## config.mk

```make
export PLATFORM = sky130hd
export DESIGN_NAME = mult_operand_launch_capture
export DESIGN_NICKNAME = d
export VERILOG_FILES = /design/src/rtl/mult_stage_pkg.sv /design/src/rtl/mult_settle_timer.sv /design/src/rtl/mult_operand_launch_capture.sv
export SDC_FILE = /design/constraint.sdc
export NUM_CORES = 1
export LEC_CHECK = 0
export BUFFER_PORTS_ARGS = -buffer_cell sky130_fd_sc_hd__clkbuf_2
export CAP_MARGIN = 25
export CORE_MARGIN = 8
export CORE_UTILIZATION = 42
export CTS_CLUSTER_SIZE = 30
export DETAILED_ROUTE_END_ITERATION = 16
export HOLD_SLACK_MARGIN = 0.03
export PLACE_DENSITY_LB_ADDON = 0.1
export SLEW_MARGIN = 25
export SYNTH_ARGS = -nofsm -noshare
export SYNTH_HDL_FRONTEND = slang
export SYNTH_SLANG_ARGS = --single-unit
```

## constraint.sdc

```tcl
create_clock -name clk -period 1.4 [get_ports clk]
set_input_delay 0.14 -clock clk [delete_from_list [all_inputs] [get_ports clk]]
set_output_delay 0.14 -clock clk [all_outputs]
set_load 0.05 [all_outputs]
```

## src/rtl/mult_stage_pkg.sv

```systemverilog
// mult_stage_pkg: shared state encoding, settle counter sizing and settle range helpers.
package mult_stage_pkg;

  typedef enum logic [1:0] {
    ST_IDLE   = 2'd0,
    ST_SETTLE = 2'd1,
    ST_HOLD   = 2'd2
  } state_t;

  localparam int CNT_W      = 4;
  localparam int SETTLE_MIN = 1;
  localparam int SETTLE_MAX = 15;

  // Out-of-range settle values are clamped so the counter can never wrap.
  function automatic logic [CNT_W-1:0] settle_load(input int s);
    return (s < SETTLE_MIN) ? '0 :
           (s > SETTLE_MAX) ? CNT_W'(SETTLE_MAX - 1) : CNT_W'(s - 1);
  endfunction

endpackage

```

## src/rtl/mult_settle_timer.sv

```systemverilog
// mult_settle_timer: loadable down-counter that pulses done when it has counted down to zero.
module mult_settle_timer
  import mult_stage_pkg::*;
#(
  parameter int W = CNT_W
) (
  input  logic         clk,
  input  logic         rst_n,
  input  logic         load,
  input  logic [W-1:0] load_val,
  output logic         done
);

  logic [W-1:0] cnt_q, cnt_d;
  logic         run_q, run_d;

  always_comb begin
    cnt_d = load ? load_val : (run_q && cnt_q != '0) ? cnt_q - W'(1) : cnt_q;
    run_d = load ? 1'b1 : (run_q && cnt_q != '0);
  end

  always_ff @(posedge clk or negedge rst_n) begin
    if (!rst_n) begin
      cnt_q <= '0;
      run_q <= 1'b0;
    end else begin
      cnt_q <= cnt_d;
      run_q <= run_d;
    end
  end

  assign done = run_q && cnt_q == '0;

endmodule

```

## src/rtl/mult_operand_launch_capture.sv

```systemverilog
// mult_operand_launch_capture: launches operands onto an external multiplier, waits a fixed
// settle time, then captures and presents the product; zero operands bypass the multiplier.
module mult_operand_launch_capture
  import mult_stage_pkg::*;
#(
  parameter int M         = 4,
  parameter int N         = 4,
  parameter int SETTLE    = 2,
  parameter int ZERO_SKIP = 1
) (
  input  logic           clk,
  input  logic           rst_n,
  input  logic           in_valid,
  output logic           in_ready,
  input  logic [M-1:0]   in_a,
  input  logic [N-1:0]   in_b,
  output logic [M-1:0]   mult_a,
  output logic [N-1:0]   mult_b,
  input  logic [M+N-1:0] mult_product,
  output logic           out_valid,
  input  logic           out_ready,
  output logic [M+N-1:0] out_product,
  output logic           out_skipped,
  output logic           busy
);

  localparam logic [CNT_W-1:0] LOAD_VAL = settle_load(SETTLE);

  state_t         state_q, state_d;
  logic [M-1:0]   mult_a_q, mult_a_d;
  logic [N-1:0]   mult_b_q, mult_b_d;
  logic [M+N-1:0] out_product_q, out_product_d;
  logic           out_valid_q, out_valid_d;
  logic           out_skipped_q, out_skipped_d;
  logic           accept, skip, load, done;

  assign in_ready = state_q == ST_IDLE || (state_q == ST_HOLD && out_ready);
  assign accept   = in_valid && in_ready;
  assign skip     = ZERO_SKIP != 0 && (in_a == '0 || in_b == '0);

  mult_settle_timer #(.W(CNT_W)) u_timer (
    .clk      (clk),
    .rst_n    (rst_n),
    .load     (load),
    .load_val (LOAD_VAL),
    .done     (done)
  );

  // A retiring HOLD result and a new accept resolve in the same edge, so no bubble is needed.
  always_comb begin
    state_d       = state_q;
    mult_a_d      = mult_a_q;
    mult_b_d      = mult_b_q;
    out_product_d = out_product_q;
    out_valid_d   = out_valid_q;
    out_skipped_d = out_skipped_q;
    load          = 1'b0;
    if (state_q == ST_HOLD && out_ready) begin
      out_valid_d = 1'b0;
      state_d     = ST_IDLE;
    end
    if (accept && skip) begin
      out_product_d = '0;
      out_skipped_d = 1'b1;
      out_valid_d   = 1'b1;
      state_d       = ST_HOLD;
    end else if (accept) begin
      mult_a_d      = in_a;
      mult_b_d      = in_b;
      out_valid_d   = 1'b0;
      out_skipped_d = 1'b0;
      load          = 1'b1;
      state_d       = ST_SETTLE;
    end
    if (state_q == ST_SETTLE && done) begin
      out_product_d = mult_product;
      out_valid_d   = 1'b1;
      state_d       = ST_HOLD;
    end
  end

  always_ff @(posedge clk or negedge rst_n) begin
    if (!rst_n) begin
      state_q       <= ST_IDLE;
      mult_a_q      <= '0;
      mult_b_q      <= '0;
      out_product_q <= '0;
      out_valid_q   <= 1'b0;
      out_skipped_q <= 1'b0;
    end else begin
      state_q       <= state_d;
      mult_a_q      <= mult_a_d;
      mult_b_q      <= mult_b_d;
      out_product_q <= out_product_d;
      out_valid_q   <= out_valid_d;
      out_skipped_q <= out_skipped_d;
    end
  end

  assign mult_a      = mult_a_q;
  assign mult_b      = mult_b_q;
  assign out_product = out_product_q;
  assign out_valid   = out_valid_q;
  assign out_skipped = out_skipped_q;
  assign busy        = state_q != ST_IDLE;

endmodule

```

# After elaboration in Yosys (flattened, before gate mapping)

Cells that the tools add are included.

Memory bits (writable): 0
Register bits: 25
Logic and storage cells: 48
Memory bits (read-only): 0
Bits in latches: 0
Memories: 0

Equality and inequality tests: 2
Bitwise gates (word level): 1
Reduce and logical (&&, ||, !) cells: 19
Div/mod/pow operators: 0
$mul: 0
Muxes and demuxes: 17
Shift operators: 0
Add/sub/neg operators: 1
Magnitude comparators: 0

Operators with widths:

| kind                                                                   | number |
|---|---|
| 8-bit 2-to-1 mux                                                       | 2 |
| 4-bit logical NOT                                                      | 3 |
| 1-bit 2-to-1 mux                                                       | 9 |
| 2-bit 2-to-1 mux                                                       | 4 |
| 4-bit 2-to-1 mux                                                       | 2 |
| 2-bit nonzero test                                                     | 4 |
| 4-bit nonzero test                                                     | 2 |
| 1-bit logical AND                                                      | 6 |
| 4-bit by 1-bit subtractor with 4-bit output (second input constant)    | 1 |
| 2-bit by 1-bit equality test with 1-bit output (second input constant) | 1 |
| 2-bit equality test (second input constant)                            | 1 |
| 2-bit logical NOT                                                      | 1 |
| 1-bit logical OR                                                       | 2 |
| 2-bit AND reduction                                                    | 1 |
| 1-bit inverter                                                         | 1 |

# Logic depth before layout (Yosys ltp)

Word-level depth: 7
Depth in mapped cells: 7
Mapped depth without buffers: 6

# Modules after synthesis

From an unflattened synthesis, not the netlist that was laid out.

Cells, all modules: 101
Area total of the unflattened synthesis: 1,077.3 sq um

Modules (own cells, without submodules):

| module                      | seq. area each (sq um) | cells an instance | area an instance (sq um) | times used |
|---|---|---|---|---|
| mult_operand_launch_capture | 475.5                  | 71                | 794.5                    | 1 |
| mult_settle_timer           | 125.1                  | 30                | 282.8                    | 1 |

# Worst setup path after synthesis

Ideal clock, no wire load.

Path type: register to register
Start: reg state_q[1]
End: reg mult_a_q[0], in the netlist mult_a[0]
Setup slack: -0.365 ns
Period minus slack after synthesis: 1.765 ns
Required time: 1.275 ns
Cell stages (with the launch flop): 4
Path buffers: 0
Data arrival time: 1.640 ns
Library setup time: 0.125 ns
Cells stage by stage: dfrtp_1 -> a21oi_4 -> nand3_2 -> mux2_2

Cells in the longest elaborated chain, start to end: 7

RTL lines:

| what                              | RTL line                          | RTL |
|---|---|---|
| from (decl)                       | mult_operand_launch_capture.sv:29 | `state_t state_q, state_d;` |
| from (signal assigned)            | mult_operand_launch_capture.sv:91 | `state_q <= state_d;` |
| 2-bit equality test               | mult_operand_launch_capture.sv:37 | `assign in_ready = state_q == ST_IDLE \|\| (state_q == ST_HOLD && out_ready);` |
| 1-bit logical AND                 | mult_operand_launch_capture.sv:37 |  |
| 1-bit logical OR (*)              | mult_operand_launch_capture.sv:37 |  |
| via in_ready                      | mult_operand_launch_capture.sv:14 | `output logic in_ready,` |
| 1-bit logical AND (*)             | mult_operand_launch_capture.sv:38 | `assign accept = in_valid && in_ready;` |
| 1-bit logical AND                 | mult_operand_launch_capture.sv:62 | `if (accept && skip) begin` |
| 1-bit inverter (no line)          | -                                 |  |
| 2-bit AND reduction (no line) (*) | -                                 |  |
| to (signal assigned)              | mult_operand_launch_capture.sv:92 | `mult_a_q <= mult_a_d;` |
| to (decl)                         | mult_operand_launch_capture.sv:30 | `logic [M-1:0] mult_a_q, mult_a_d;` |

Mark *: on every way through the listed nets, which the timed path passes. The rest lies on a longest branch.
A chain may end at the register's enable or synchronous reset.

# Final worst setup path

Start: reg u_timer.cnt_q[1]
End: reg u_timer.cnt_q[1]

Cells in the longest elaborated chain, start to end: 3

RTL lines:

| what                                                                              | RTL line                | RTL |
|---|---|---|
| from (decl)                                                                       | mult_settle_timer.sv:14 | `logic [W-1:0] cnt_q, cnt_d;` |
| from (signal assigned)                                                            | mult_settle_timer.sv:27 | `cnt_q <= cnt_d;` |
| 4-bit by 1-bit subtractor with 4-bit output or 4-bit nonzero test (tied branches) | mult_settle_timer.sv:18 | `cnt_d = load ? load_val : (run_q && cnt_q != '0) ? cnt_q - W'(1) : cnt_q;` |
| 4-bit 2-to-1 mux or 1-bit logical AND (tied branches)                             | mult_settle_timer.sv:18 |  |
| 4-bit 2-to-1 mux or 2-bit nonzero test (tied branches)                            | -                       |  |

Parallel ways exist; a longest one is shown, timed or not. The select of a mux whose other input is x is not followed.

==> results.toml <==
[timing]
final-hold-violation-count = 0
maxSlewHeadroom_pct = 61.3
setup_viol = 0
post-route-period-util_pct = 97.2
layout_min_cycle_time_ns = 1.36
maxSlewViolCount = 0
skew_ns = 0.000477
fin_ws_ns = 0.0394
tightest_slew_ns = 0.581
fmax_ghz = 0.735
whs_ns = 0.0736

[power]
power_density_nw_per_um2 = 2680
comb_power_share_pct = 59.5
switchingPower_uw = 2020
p_int_uw = 2000
pwr-share-clk_pct = 9.0
leakagePower_uw = 0.000742
swShare_pct = 50.2
irDropWorstVdd_mv = 1.65
power_frac_seq_pct = 31.5
power_uw = 4020

[clock_network]
clock_sinks = 24
clkTransAtPathRegs_ns = 0.13
cts_buffers = 3
htree_num_levels = 1
clk_latency_ns = 0.31
root_buffer = "clkbuf_4"
cts_tree = "done"
clk_path_buf_depth = 2

[yosys]
postSynthAreaPerCell_um2 = 11.0
synth_top_area_share_pct = 57.3
yosysTopAreaCell = "dfrtp_1"
syn_area_um2 = 1050
synth_edf_count = 0
async_flop_share_pct = 100
synth_most_common_cell = "dfrtp_1"
yosys_warnings = 0
ys.flop_type = "dfrtp_1"
syn-num-nets = 117
yosys-top-cells-area = "dfrtp_1 (57%), mux2_2 (9.7%), nand2_1 (7.2%)"
syn_inst = 95
ys_seq_area_share_pct = 57.3
synth.distinct_cells = 27
synth_common_cells = "dfrtp_1 (24), nand2_1 (20), mux2_2 (9), o21ai_1 (9), nor2_1 (6)"
synth_seq_cells = 24

[min_path]
hold_path_startpoint = "in_b[1]"
holdCritPathClass = "input pin to register"
holdPathStages = 2
hold_path_end = "mult_b[1]"

[final_layout]
drive_above_1_share_pct = 47.0
antenna_cells = 0
fillerInstances = 198
final_cells = 181
syn_to_final_growth_pct = 43.1
final_nets = 174

[worst_setup_path]
r2r_start = "u_timer.cnt_q[1]"
cp-start-kind = "register"
cp.required_ns = 1.65
end_kind = "register"
critPathKind = "register to register"
reg2reg_slack_ns = 0.04
path_max_fanout = 3
worst_ep_arrival_time_ns = 1.61
rr_endpoint = "u_timer.cnt_q[1]"
r2r_cells = 6

[run_status]
status = "finished, final reports clean"

[floorplanning]
fp.coreArea_um2 = 2410
die_h_um = 65.9
start_util_pct = 43.5
num_rows = 18
io_pins = 40
die_w_um = 65.9
die_area_um2 = 4350

[place]
io_buffers = 39
dp_cells = 166
dp_slack_ns = -0.0464
place.gp.congestion = 0.736
detailed_place_hpwl_um = 1810

[drt]
drtIter0Drc = 34
ant_nets = 0
first_pass_iters = 4
vias_per_cell = 4.93
drc = 0
vias = 893
wire_per_inst_um = 14.1
drt-total-wl_um = 2560

[grt]
antenna_found_initial = 0
grt_max_degree = 25
gr-usage-all-layers_pct = 12.2
grt_pass1_vias = 943
grt.overflow.total = 0
grt_pass1_wl_um = 4110

[flow_run]
drv_cap = 0
## power groups by stage
| stage | Combinational (µW) | Sequential (µW) | Clock, µW |
|---|---|---|---|
| after floorplan | 744 | 2130 | 0 |
| after global placement | 2160 | 1250 | 0 |
| after detailed placement | 2200 | 1260 | 0 |
| after CTS | 2320 | 1260 | 378 |
| after global routing | 2560 | 1310 | 400 |
| final | 2390 | 1260 | 360 |
## routing by layer
| layer | GRT usage, % | share of wire (%) | up-vias |
|---|---|---|---|
| met1 | 14.0 | 42 | 433 |
| met4 | 4.80 | 0.47 | 0 |
| li1 | - | - | 432 |
| met2 | 20.2 | 51 | 26 |
| met3 | 4.41 | 6.3 | 2 |
| met5 | 0 | 0 | - |
## kinds of logic (layout without fill, tap and decap cells)
logic type                 after synthesis  after routing  share of synthesized area [%]
DFF                                     24             24                           57.3
xor gates and xnor gates                 1              1                          0.836
adders and majority gates                2              2                           2.39
and+or+nand+nor                         39             39                           18.5
AOI/OAI and AO/OA                       14             14                           8.00
buffers and inverters                    5             61                           2.27
muxes                                   10             10                           10.6
## per-stage QoR
step           TNS [ns]  utilization (%)  area, µm²
5_1_grt         -0.0245             62.2       1500
6_report              0             62.2       1500
4_1_cts               0             61.1       1470
2_1_floorplan     -2.72                -       1060
3_3_place_gp          0             54.2       1310
3_5_place_dp     -0.292             54.2       1310
## worst max-delay path: stages (launching register included)
cell	delay (ns)
dfrtp_1	0.41
inv_2	0.09
ha_4	0.14
nand2b_1	0.07
o21ai_2	0.19
mux2_4	0.31
nor2_1	0.08
## sequential cells by signal (all words and copies together) (netlist names)
| signal | cells |
|---|---|
| u_timer.cnt_q | 4 |
| mult_b | 4 |
| u_timer.run_q | 1 |
| out_skipped | 1 |
| state_q | 2 |
| mult_a | 4 |
| out_product | 8 |
## layout by cell type (no fill, tap or decap), drive strengths merged, types with 2 or more instances in the layout
cell type    synthesis  final
a21oi                3      3
nor4                 2      2
clkbuf               0     42
ha                   2      2
nor2                 6      6
inv                  3      3
o21ai               10     10
nand2               20     20
dfrtp               24     24
dlygate4sd3          0      9
buf                  2      7
mux2                 9      9
## how the worst max path moves through the flow
stage                       endpoint             start  slack (ns)
floorplan                  mult_a[0]        state_q[1]       -0.19
global placement      out_product[7]  u_timer.cnt_q[0]       0.009
detailed placement    out_product[1]  u_timer.cnt_q[1]       -0.05
CTS                         in_ready        state_q[0]        0.01
global route        u_timer.cnt_q[1]  u_timer.cnt_q[1]       -0.02
finish              u_timer.cnt_q[1]  u_timer.cnt_q[1]        0.04
## cell type report
type	count	area, µm²	area share [%]
Clock buffer	4	36.3	2.42
Multi-Input combinational cell	66	462	30.8
Inverter	3	11.3	0.751
Tap cell	30	37.5	2.50
Timing Repair Buffer	54	349	23.3
Sequential cell	24	603	40.2
## timing repair
action	CTS	global route
resized for setup	10	8
setup buffers	1	1
cloned	0	0
hold buffers	9	0
endpoints found under the setup margin	12	12
pin swaps	1	2
hold endpoints to repair	32	0
(Power assumes the default switching activity.)
